## config.mk

```make
export PLATFORM = sky130hd
export DESIGN_NAME = m72_pic
export DESIGN_NICKNAME = d
export VERILOG_FILES = /design/src/rtl/m72_pkg.sv /design/src/rtl/m72_pic_prio8.sv /design/src/rtl/m72_pic.sv
export SDC_FILE = /design/constraint.sdc
export NUM_CORES = 1
export LEC_CHECK = 0
export CAP_MARGIN = 15
export CORE_MARGIN = 2
export CORE_UTILIZATION = 55
export DETAILED_ROUTE_END_ITERATION = 16
export PLACE_DENSITY_LB_ADDON = 0.05
export REMOVE_ABC_BUFFERS = 1
export SETUP_SLACK_MARGIN = 0.5
export SLEW_MARGIN = 40
export SYNTH_ARGS = -nofsm -noshare
export SYNTH_HDL_FRONTEND = slang
export SYNTH_SLANG_ARGS = --single-unit
```

## constraint.sdc

```tcl
create_clock -name CLK_32M -period 3.3 [get_ports CLK_32M]
set_input_delay 0.66 -clock CLK_32M [delete_from_list [all_inputs] [get_ports CLK_32M]]
set_output_delay 0.66 -clock CLK_32M [all_outputs]
set_load 0.02 [all_outputs]
```

## src/rtl/m72_pkg.sv

```systemverilog
// Shared types and constants for the M72 main-CPU interrupt controller.
//   pic_init_t : initialisation-word sequencer state (ICW1..ICW4, then READY)
//   pic_req_t  : request handshake state towards the V30
//   PIC_EOI_*  : OCW2 command codes (DIN[7:5]) that the controller acts on
package m72_pkg;

    typedef enum logic [2:0] {
        UNINIT,
        ICW2,
        ICW3,
        ICW4,
        READY
    } pic_init_t;

    typedef enum logic {
        IDLE,
        REQ
    } pic_req_t;

    localparam logic [2:0] PIC_EOI_NS = 3'b001;  // non-specific EOI
    localparam logic [2:0] PIC_EOI_SP = 3'b011;  // specific EOI, level in DIN[2:0]

endpackage

```

## src/rtl/m72_pic_prio8.sv

```systemverilog
// Fixed-priority encoder used by the interrupt controller.
//   req_i   : 8 request bits, bit 0 has the highest priority
//   valid_o : at least one bit of req_i is set
//   idx_o   : index of the lowest set bit (0 when valid_o is low)
module pic_prio8 (
    input  logic [7:0] req_i,
    output logic       valid_o,
    output logic [2:0] idx_o
);

    // Scanning from the top down lets the lowest set index overwrite any
    // higher one, so the last hit is the winner.
    always_comb begin
        // NOTE: every combinational output gets a default before any
        // conditional assignment, otherwise unassigned paths infer latches.
        valid_o = 1'b0;
        idx_o   = 3'd0;
        for (int i = 7; i >= 0; i--) begin
            if (req_i[i]) begin
                valid_o = 1'b1;
                idx_o   = 3'(i);
            end
        end
    end

endmodule

```

## src/rtl/m72_pic.sv

```systemverilog
// M72 main-CPU interrupt controller, a uPD71059 / 8259-style subset.
// Level sources on IR are edge-detected into IRR, prioritised against the
// mask (IMR) and the in-service levels (ISR, fully nested), and presented to
// the CPU as irq_rq plus an 8-bit vector number held stable until irq_ack.
//
// Ports:
//   CLK_32M, reset_n : clock and asynchronous active-low reset
//   ce               : advance enable; low freezes edge sampling and granting
//   INTCS, IOWR, IORD, A0, DIN : CPU IO bus (chip select, strobes, address, data)
//   DOUT             : registered read data (IRR/ISR at A0=0, IMR at A0=1)
//   IR               : interrupt source levels, rising edge requests service
//   irq_rq, irq_vector, irq_ack : request, vector number and acknowledge
module m72_pic
    import m72_pkg::*;
#(
    parameter int          NUM_IR     = 8,
    parameter logic [7:0]  RESET_BASE = 8'h20
) (
    input  logic              CLK_32M,
    input  logic              reset_n,
    input  logic              ce,
    input  logic              INTCS,
    input  logic              IOWR,
    input  logic              IORD,
    input  logic              A0,
    input  logic [7:0]        DIN,
    output logic [7:0]        DOUT,
    input  logic [NUM_IR-1:0] IR,
    output logic              irq_rq,
    output logic [7:0]        irq_vector,
    input  logic              irq_ack
);

    // ------------------------------------------------------------------
    // State
    // ------------------------------------------------------------------
    pic_init_t         init_q, init_d;
    logic              sngl_q, sngl_d;
    logic              ic4_q, ic4_d;
    logic [4:0]        base_q, base_d;
    logic              aeoi_q, aeoi_d;
    logic              read_isr_q, read_isr_d;
    logic [NUM_IR-1:0] imr_q, imr_d;
    logic [NUM_IR-1:0] irr_q, irr_d;
    logic [NUM_IR-1:0] isr_q, isr_d;
    logic [NUM_IR-1:0] prev_q, prev_d;
    pic_req_t          req_q, req_d;
    logic [2:0]        sel_q, sel_d;
    logic              irq_rq_q, irq_rq_d;
    logic [7:0]        vec_q, vec_d;
    logic [7:0]        dout_q, dout_d;

    // ------------------------------------------------------------------
    // Bus decode (not gated by ce: the CPU can program while paused)
    // ------------------------------------------------------------------
    logic wr_en, rd_en;
    logic icw1_wr, ocw2_wr, ocw3_wr, data_wr;

    assign wr_en   = IOWR & INTCS;
    assign rd_en   = IORD & INTCS;
    assign icw1_wr = wr_en & ~A0 &  DIN[4];
    assign ocw2_wr = wr_en & ~A0 & ~DIN[4] & ~DIN[3];
    assign ocw3_wr = wr_en & ~A0 & ~DIN[4] &  DIN[3];
    assign data_wr = wr_en &  A0;

    // ------------------------------------------------------------------
    // Priority resolution
    // ------------------------------------------------------------------
    logic       cand_v, lvl_v, eoi_v;
    logic [2:0] cand_n, lvl_n, eoi_n;
    logic       grant_ok;

    pic_prio8 u_cand (
        .req_i   (irr_q & ~imr_q),
        .valid_o (cand_v),
        .idx_o   (cand_n)
    );

    pic_prio8 u_level (
        .req_i   (isr_q),
        .valid_o (lvl_v),
        .idx_o   (lvl_n)
    );

    pic_prio8 u_eoi (
        .req_i   (isr_q),
        .valid_o (eoi_v),
        .idx_o   (eoi_n)
    );

    // Fully nested: a candidate must beat the highest level in service;
    // an equal level stays blocked until it is EOI'd.
    assign grant_ok = cand_v && (!lvl_v || (cand_n < lvl_n));

    // ------------------------------------------------------------------
    // Initialisation sequencer and configuration registers
    // ------------------------------------------------------------------
    always_comb begin
        init_d     = init_q;
        sngl_d     = sngl_q;
        ic4_d      = ic4_q;
        base_d     = base_q;
        aeoi_d     = aeoi_q;
        imr_d      = imr_q;
        read_isr_d = read_isr_q;

        if (icw1_wr) begin
            init_d     = ICW2;
            sngl_d     = DIN[1];
            ic4_d      = DIN[0];
            imr_d      = '0;
            read_isr_d = 1'b0;
        end else if (data_wr) begin
            unique case (init_q)
                ICW2: begin
                    base_d = DIN[7:3];
                    if (!sngl_q)    init_d = ICW3;
                    else if (ic4_q) init_d = ICW4;
                    else            init_d = READY;
                end
                ICW3: begin
                    // Cascade configuration is meaningless in a single-chip system.
                    init_d = ic4_q ? ICW4 : READY;
                end
                ICW4: begin
                    aeoi_d = DIN[1];
                    init_d = READY;
                end
                READY: imr_d = DIN;
                default: ;  // UNINIT: data-port writes are dropped
            endcase
        end

        if (ocw3_wr && DIN[1]) read_isr_d = DIN[0];
    end

    // ------------------------------------------------------------------
    // Request handshake FSM
    // ------------------------------------------------------------------
    logic ack_take;

    always_comb begin
        req_d    = req_q;
        sel_d    = sel_q;
        irq_rq_d = irq_rq_q;
        vec_d    = vec_q;
        ack_take = 1'b0;

        unique case (req_q)
            IDLE: begin
                if (ce && init_q == READY && grant_ok && !icw1_wr) begin
                    irq_rq_d = 1'b1;
                    vec_d    = {base_q, cand_n};
                    sel_d    = cand_n;
                    req_d    = REQ;
                end
            end
            REQ: begin
                // Vector and sel stay frozen here regardless of new
                // arrivals or mask changes; only ICW1 or ack end the request.
                if (icw1_wr) begin
                    irq_rq_d = 1'b0;
                    req_d    = IDLE;
                end else if (irq_ack) begin
                    ack_take = 1'b1;
                    irq_rq_d = 1'b0;
                    req_d    = IDLE;
                end
            end
            default: req_d = IDLE;
        endcase
    end

    // ------------------------------------------------------------------
    // IRR / ISR / edge detector
    // ------------------------------------------------------------------
    always_comb begin
        irr_d  = irr_q;
        isr_d  = isr_q;
        prev_d = prev_q;

        if (icw1_wr) begin
            irr_d = '0;
            isr_d = '0;
        end else begin
            if (ack_take) begin
                irr_d[sel_q] = 1'b0;
                if (!aeoi_q) isr_d[sel_q] = 1'b1;
            end

            if (ocw2_wr && init_q == READY) begin
                if (DIN[7:5] == PIC_EOI_NS) begin
                    if (eoi_v) isr_d[eoi_n] = 1'b0;
                end else if (DIN[7:5] == PIC_EOI_SP) begin
                    isr_d[DIN[2:0]] = 1'b0;
                end
            end

            // Applied after the ack clear so a fresh edge in the ack cycle
            // is not lost.
            if (ce) irr_d = irr_d | (IR & ~prev_q);
        end

        if (ce) prev_d = IR;
    end

    // ------------------------------------------------------------------
    // Read data
    // ------------------------------------------------------------------
    always_comb begin
        dout_d = 8'hff;
        if (rd_en) begin
            if (A0)              dout_d = imr_q;
            else if (read_isr_q) dout_d = isr_q;
            else                 dout_d = irr_q;
        end
    end

    // ------------------------------------------------------------------
    // Registers
    // ------------------------------------------------------------------
    always_ff @(posedge CLK_32M or negedge reset_n) begin
        // NOTE: sequential state is written with non-blocking assignments so
        // every register samples the pre-edge values of the others.
        if (!reset_n) begin
            init_q     <= UNINIT;
            sngl_q     <= 1'b0;
            ic4_q      <= 1'b0;
            base_q     <= RESET_BASE[7:3];
            aeoi_q     <= 1'b0;
            read_isr_q <= 1'b0;
            imr_q      <= '1;
            irr_q      <= '0;
            isr_q      <= '0;
            prev_q     <= '0;
            req_q      <= IDLE;
            sel_q      <= 3'd0;
            irq_rq_q   <= 1'b0;
            vec_q      <= RESET_BASE;
            dout_q     <= 8'hff;
        end else begin
            init_q     <= init_d;
            sngl_q     <= sngl_d;
            ic4_q      <= ic4_d;
            base_q     <= base_d;
            aeoi_q     <= aeoi_d;
            read_isr_q <= read_isr_d;
            imr_q      <= imr_d;
            irr_q      <= irr_d;
            isr_q      <= isr_d;
            prev_q     <= prev_d;
            req_q      <= req_d;
            sel_q      <= sel_d;
            irq_rq_q   <= irq_rq_d;
            vec_q      <= vec_d;
            dout_q     <= dout_d;
        end
    end

    assign DOUT       = dout_q;
    assign irq_rq     = irq_rq_q;
    assign irq_vector = vec_q;

endmodule

```

* After elaboration in Yosys (flattened, before gate mapping)
Cells that the tools add are included.
** Cells by class
- Magnitude comparators :: 7
- Equal/unequal tests :: 8
- Mux-type cells :: 74
- Bitwise operators :: 25
- Reductions and logical operators :: 22
** Operators with widths (number)
- 8-bit two-way mux :: 18
- 3-bit two-way mux :: 20
- 8-bit bitwise AND :: 5
- 8-bit NOT :: 5
- 1-bit two-way mux :: 30
- 8-bit bitwise OR :: 2
- 3-bit by 4-bit less-than comparator with 1-bit output, second input constant :: 3
- 1-bit demux with 3-bit select :: 3
- 3-bit by 2-bit == test with 1-bit output, second input constant :: 3
- 3-bit by 1-bit greater-or-equal comparator with 1-bit output, second input constant :: 3
- 1-bit logical AND :: 9
- 3-bit case mux with 3 select lines :: 1
- 1-bit bitwise AND :: 8
- 2-bit AND reduction :: 4
- 3-bit by 1-bit == test with 1-bit output, second input constant :: 2
- 3-bit AND reduction :: 2
- 2-bit nonzero test :: 3
- 1-bit NOT :: 5
- 1-bit case mux with 2 select lines :: 2
- 4-bit nonzero test :: 1
- 3-bit == test, second input constant :: 1
- 3-bit less-than comparator :: 1
- 3-bit by 2-bit != test with 1-bit output, second input constant :: 1
- 1-bit zero test :: 2
- 2 further kinds :: 2
** Storage, ports and cells
- Bits in registers :: 65
- Input bits :: 24
- Output and inout port bits :: 17
- Logic and storage cells :: 151

* Depth between registers and ports, before layout
- Word-level depth :: 18
- Mapped depth :: 9
- Gate-level depth less buffers :: 9

* Modules after synthesis
From an unflattened synthesis, not the netlist that was laid out.
** Second synthesis, totals
- Cells, all modules :: 322
- Area total of the unflattened synthesis :: 3316.9 µm²
** Modules (own cells, without submodules)
- m72_pic :: instances 1, cells an instance 283, area each 3076.7 µm²
- pic_prio8 :: instances 3, cells an instance 13, area each 80.1 µm²

* Least setup slack after synthesis
Ideal clock, no wire load.
- Path type :: register to register
- Start point :: reg imr_q[4]
- End point :: reg vec_q[3] (netlist: irq_vector[3])
- Data arrival time :: 2.552 ns
- Required time :: 3.175 ns
- Setup slack :: 0.623 ns
- Cell stages (with the launch flop) :: 9
- Path buffers :: 0
- Cell sequence :: dfstp_2 > and2b_1 > or3_1 > nor2b_1 > ha_1 > a21oi_1 > nand3_4 > a21oi_4 > mux2_4
** On the way
- Longest elaborated chain between the ends :: 13
- Elaborated cells between the ends (all ways) :: 18
- Those cells by class :: order compare: 1; mux: 10; bitwise: 2; reduce/logical: 5
** RTL lines
- start, declared :: RTL line m72_pic.sv:43 : logic [NUM_IR-1:0] imr_q, imr_d;
- start signal, assigned :: RTL line m72_pic.sv:248 : imr_q <= imr_d;
- 8-bit NOT :: RTL line m72_pic.sv:74 : .req_i (irr_q & ~imr_q),
- 8-bit bitwise AND :: RTL line m72_pic.sv:74
- 3-bit two-way mux (5 in a row) :: RTL line m72_pic_prio8.sv:19 : if (req_i[i]) begin
- named net cand_n[2] :: RTL line m72_pic.sv:70 : logic [2:0] cand_n, lvl_n, eoi_n;
- 3-bit less-than comparator :: RTL line m72_pic.sv:93 : assign grant_ok = cand_v && (!lvl_v || (cand_n < lvl_n));
- 1-bit logical OR :: RTL line m72_pic.sv:93
- 1-bit logical AND :: RTL line m72_pic.sv:93
- 1-bit logical AND (2 in a row) :: RTL line m72_pic.sv:151 : if (ce && init_q == READY && grant_ok && !icw1_wr) begin
- 2-bit AND reduction (no line)
- end signal, assigned :: RTL line m72_pic.sv:255 : vec_q <= vec_d;
- end, declared :: RTL line m72_pic.sv:50 : logic [7:0] vec_q, vec_d;
The timed path passes the listed nets, and every way through them passes these cells.
A chain may end at the register's enable or synchronous reset.

* Worst setup path after layout
- Start point :: reg imr_q[4]
- End point :: reg vec_q[7] (netlist: irq_vector[7])
The elaborated chain is that of the path after synthesis.

==> results.yml <==
status:
  status: "finished clean"
timing:
  tightest_slew_ns: 0.625
  worst_slack_ns: 0.582
  setup_tns_ns: 0
  hold_slack_ns: 0.379
  skew_ns: 0.00892
  layout_min_cycle_time_ns: 2.72
  timing.final.crit_share_pct: 82.4
  slew_violations: 0
  grt_setup_unrepaired: "no"
  setup_viol: 0
  hold_viol: 0
  slew_headroom_pct: 58.2
  clock.fmax_ghz: 0.368
grt:
  grt_max_degree: 63
  grt_pass1_wl_um: 12800
  antenna_found_initial: 0
  grt.total_usage_pct: 26.9
  grt-ovfl-total: 0
  grt_pass1_vias: 2631
setup_path:
  crit_fanout: 8
  crit_path_start_kind: "flop"
  crit_chain: "and2b_1, or3_1, nor2b_1, ha_1, a21oi_2, nand3_4, a21oi_4, buf_12, mux2_4"
  endpoint_kind: "flop"
  crit_type: "reg2reg"
  slowest_stage: "dfstp_2"
  required_ns: 3.52
  arrival_ns: 2.94
  cpPeakStageDelay_ns: 0.53
run:
  max_cap_viol_count: 0
synth:
  ys_seq_elements: 62
  ys_top_cells_by_area: "dfrtp_1, dfstp_2, nand2_1"
  synth_ff_type: "dfrtp_1"
  yosysWarningCount: 0
  yosysTopAreaCell: "dfrtp_1"
  synth_edf_count: 0
  synth_common_cells: "nand2_1, dfrtp_1, nor2_1"
  synthDistinctLibCells: 49
  ys_seq_area_share_pct: 48.6
  synth.most_common_cell: "nand2_1"
  synthArstFlopShare_pct: 100
  syn_area_um2: 3240
  synth_area_per_cell_um2: 9.93
  synth_top_area_share_pct: 34.0
  syn-instance-count: 326
clock_network:
  clkTransAtPathRegs_ns: 0.07
  clock_path_buffers: 2
  htreeDepth: 3
  cts_tree: "done"
  postCtsHoldBufs: 0
  numClockSinks: 62
  cts-root-buf: "clkbuf_8"
  worstSkewPairLatency_ns: 0.34
  cts-buffers-inserted: 9
routing:
  drt_iter0_drc: 266
  ant_nets: 0
  dr_total_vias: 2742
  drtPass1Iterations: 5
  wl_per_cell_um: 17.9
  vias_per_cell: 6.04
  routed_wl_um: 8110
  drc: 0
final_layout:
  antennaDiodeCount: 0
  fillers: 442
  drive_gt1_share_pct: 21.7
  regArea_um2: 1570
  final_util_pct: 71.0
  fin_cells: 454
  fin_nets: 403
  area_growth_pct: 23.1
  multi_input_area_um2: 1580
floorplanning:
  die-area_um2: 6510
  core-area_um2: 5610
  initial_utilization_pct: 57.7
  io_pins: 41
  fp.dieW_um: 80.7
  dieHeight_um: 80.7
  placementRows: 27
place:
  portBuffers: 40
  place_worst_setup_slack_ns: 0.429
  gp_congestion: 0.908
  placed_cells: 436
  dp_hpwl_um: 5800
power_and_ir_drop:
  vdd_drop_max_mv: 0.514
  powerDensity_nw_per_um2: 707
  p_leak_uw: 0.00165
hold_path:
  hold_path_class: "in2async"
path summary, 6_finish.rpt:
check	endpoint	slack [ns]	depth (start not counted)	startpoint
min in group CLK_32M	imr_q[7]	0.48	2	imr_q[7]
max in group asynchronous	base_q[2]	2.52	2	reset_n
setup / recovery	irq_vector[7]	0.58	9	imr_q[4]
hold reg to reg	imr_q[7]	0.48	2	imr_q[7]
hold / removal	prev_q[7]	0.38	2	reset_n
setup reg to reg	irq_vector[7]	0.58	9	imr_q[4]
power by group:
group          leakage (uW)  internal [uW]  switching (uW)  total (uW)
sequential         0.000730            992             227        1220
combinational      0.000820            463             472         935
clock             0.0000979            392             273         665
cell families after synthesis:
| group | after synthesis | share of synthesized area (%) |
|---|---|---|
| adders and majority gates | 2 | 0.773 |
| DFF | 62 | 48.6 |
| and+or+nand+nor | 133 | 21.1 |
| AOI/OAI and AO/OA | 76 | 15.5 |
| muxes | 31 | 11.3 |
| buffers and inverters | 22 | 2.67 |
metal layers:
metal / wire length [um] / GRT usage [%]
met1: 3470 / 35.0
met2: 3890 / 42.8
met3: 589 / 7.75
met4: 157 / 10.0
met5: 0 / 0
registers in the layout, summed over array words and instances, names as in the netlist:
name	flops
imr_q	8
irq_vector	6
irr_q	8
prev_q	8
ic4_q	1
sngl_q	1
DOUT	8
aeoi_q	1
base_q	5
read_isr_q	1
irq_rq	1
sel_q	2
req_q	1
isr_q	8
init_q	3
stage by stage:
step / total power, uW / cell area [um2]
3_5_place_dp: 2130 / 3750
2_1_floorplan: 1770 / 3190
3_3_place_gp: 2090 / 3750
6_report: 2820 / 3980
5_1_grt: 2960 / 3980
4_1_cts: 2810 / 3970
critical path, delay by kind of cell, from the launching register on:
| family | cells | cell delay (ns) |
|---|---|---|
| AO/OA/AOI/OAI | 2 | 0.40 |
| adder cells (fa/ha/maj) | 1 | 0.32 |
| buffers and inverters | 1 | 0.15 |
| flip-flops | 1 | 0.53 |
| multiplexers | 1 | 0.30 |
| AND/OR/NAND/NOR | 4 | 0.89 |
cells in the final DEF, fill, tap and decap left out, drive strengths merged, types with 3 or more instances in the layout:
cell type and instances:
a31oi 4, dfstp 18, mux2i 8, nand2 52, clkdlybuf4s50 39, a21oi 21, o31ai 5, nand3 9
inv 10, nor2b 7, clkbuf 15, nor2 29, mux2 23, nor4 3, nand3b 5, nand2b 7
buf 13, a211oi 8, nor3 7, dfrtp 44, or3 3, nor3b 3, o21ai 26
final cells by class:
cell class	count	area share [%]
Multi-Input combinational cell	242	39.8
Clock inverter	1	0.754
Clock buffer	15	4.18
Sequential cell	62	39.5
Timing Repair Buffer	52	12.6
Inverter	10	0.942
Tap cell	72	2.26
repair_timing:
item / CTS / global route
buffers inserted: 2 / 0
hold endpoints to repair: 0 / 0
cloned: 0 / 0
gates resized for setup: 0 / 2
setup endpoints to repair: 7 / 7
pin swaps: 1 / 0
Power figures use the tool's default switching activity.
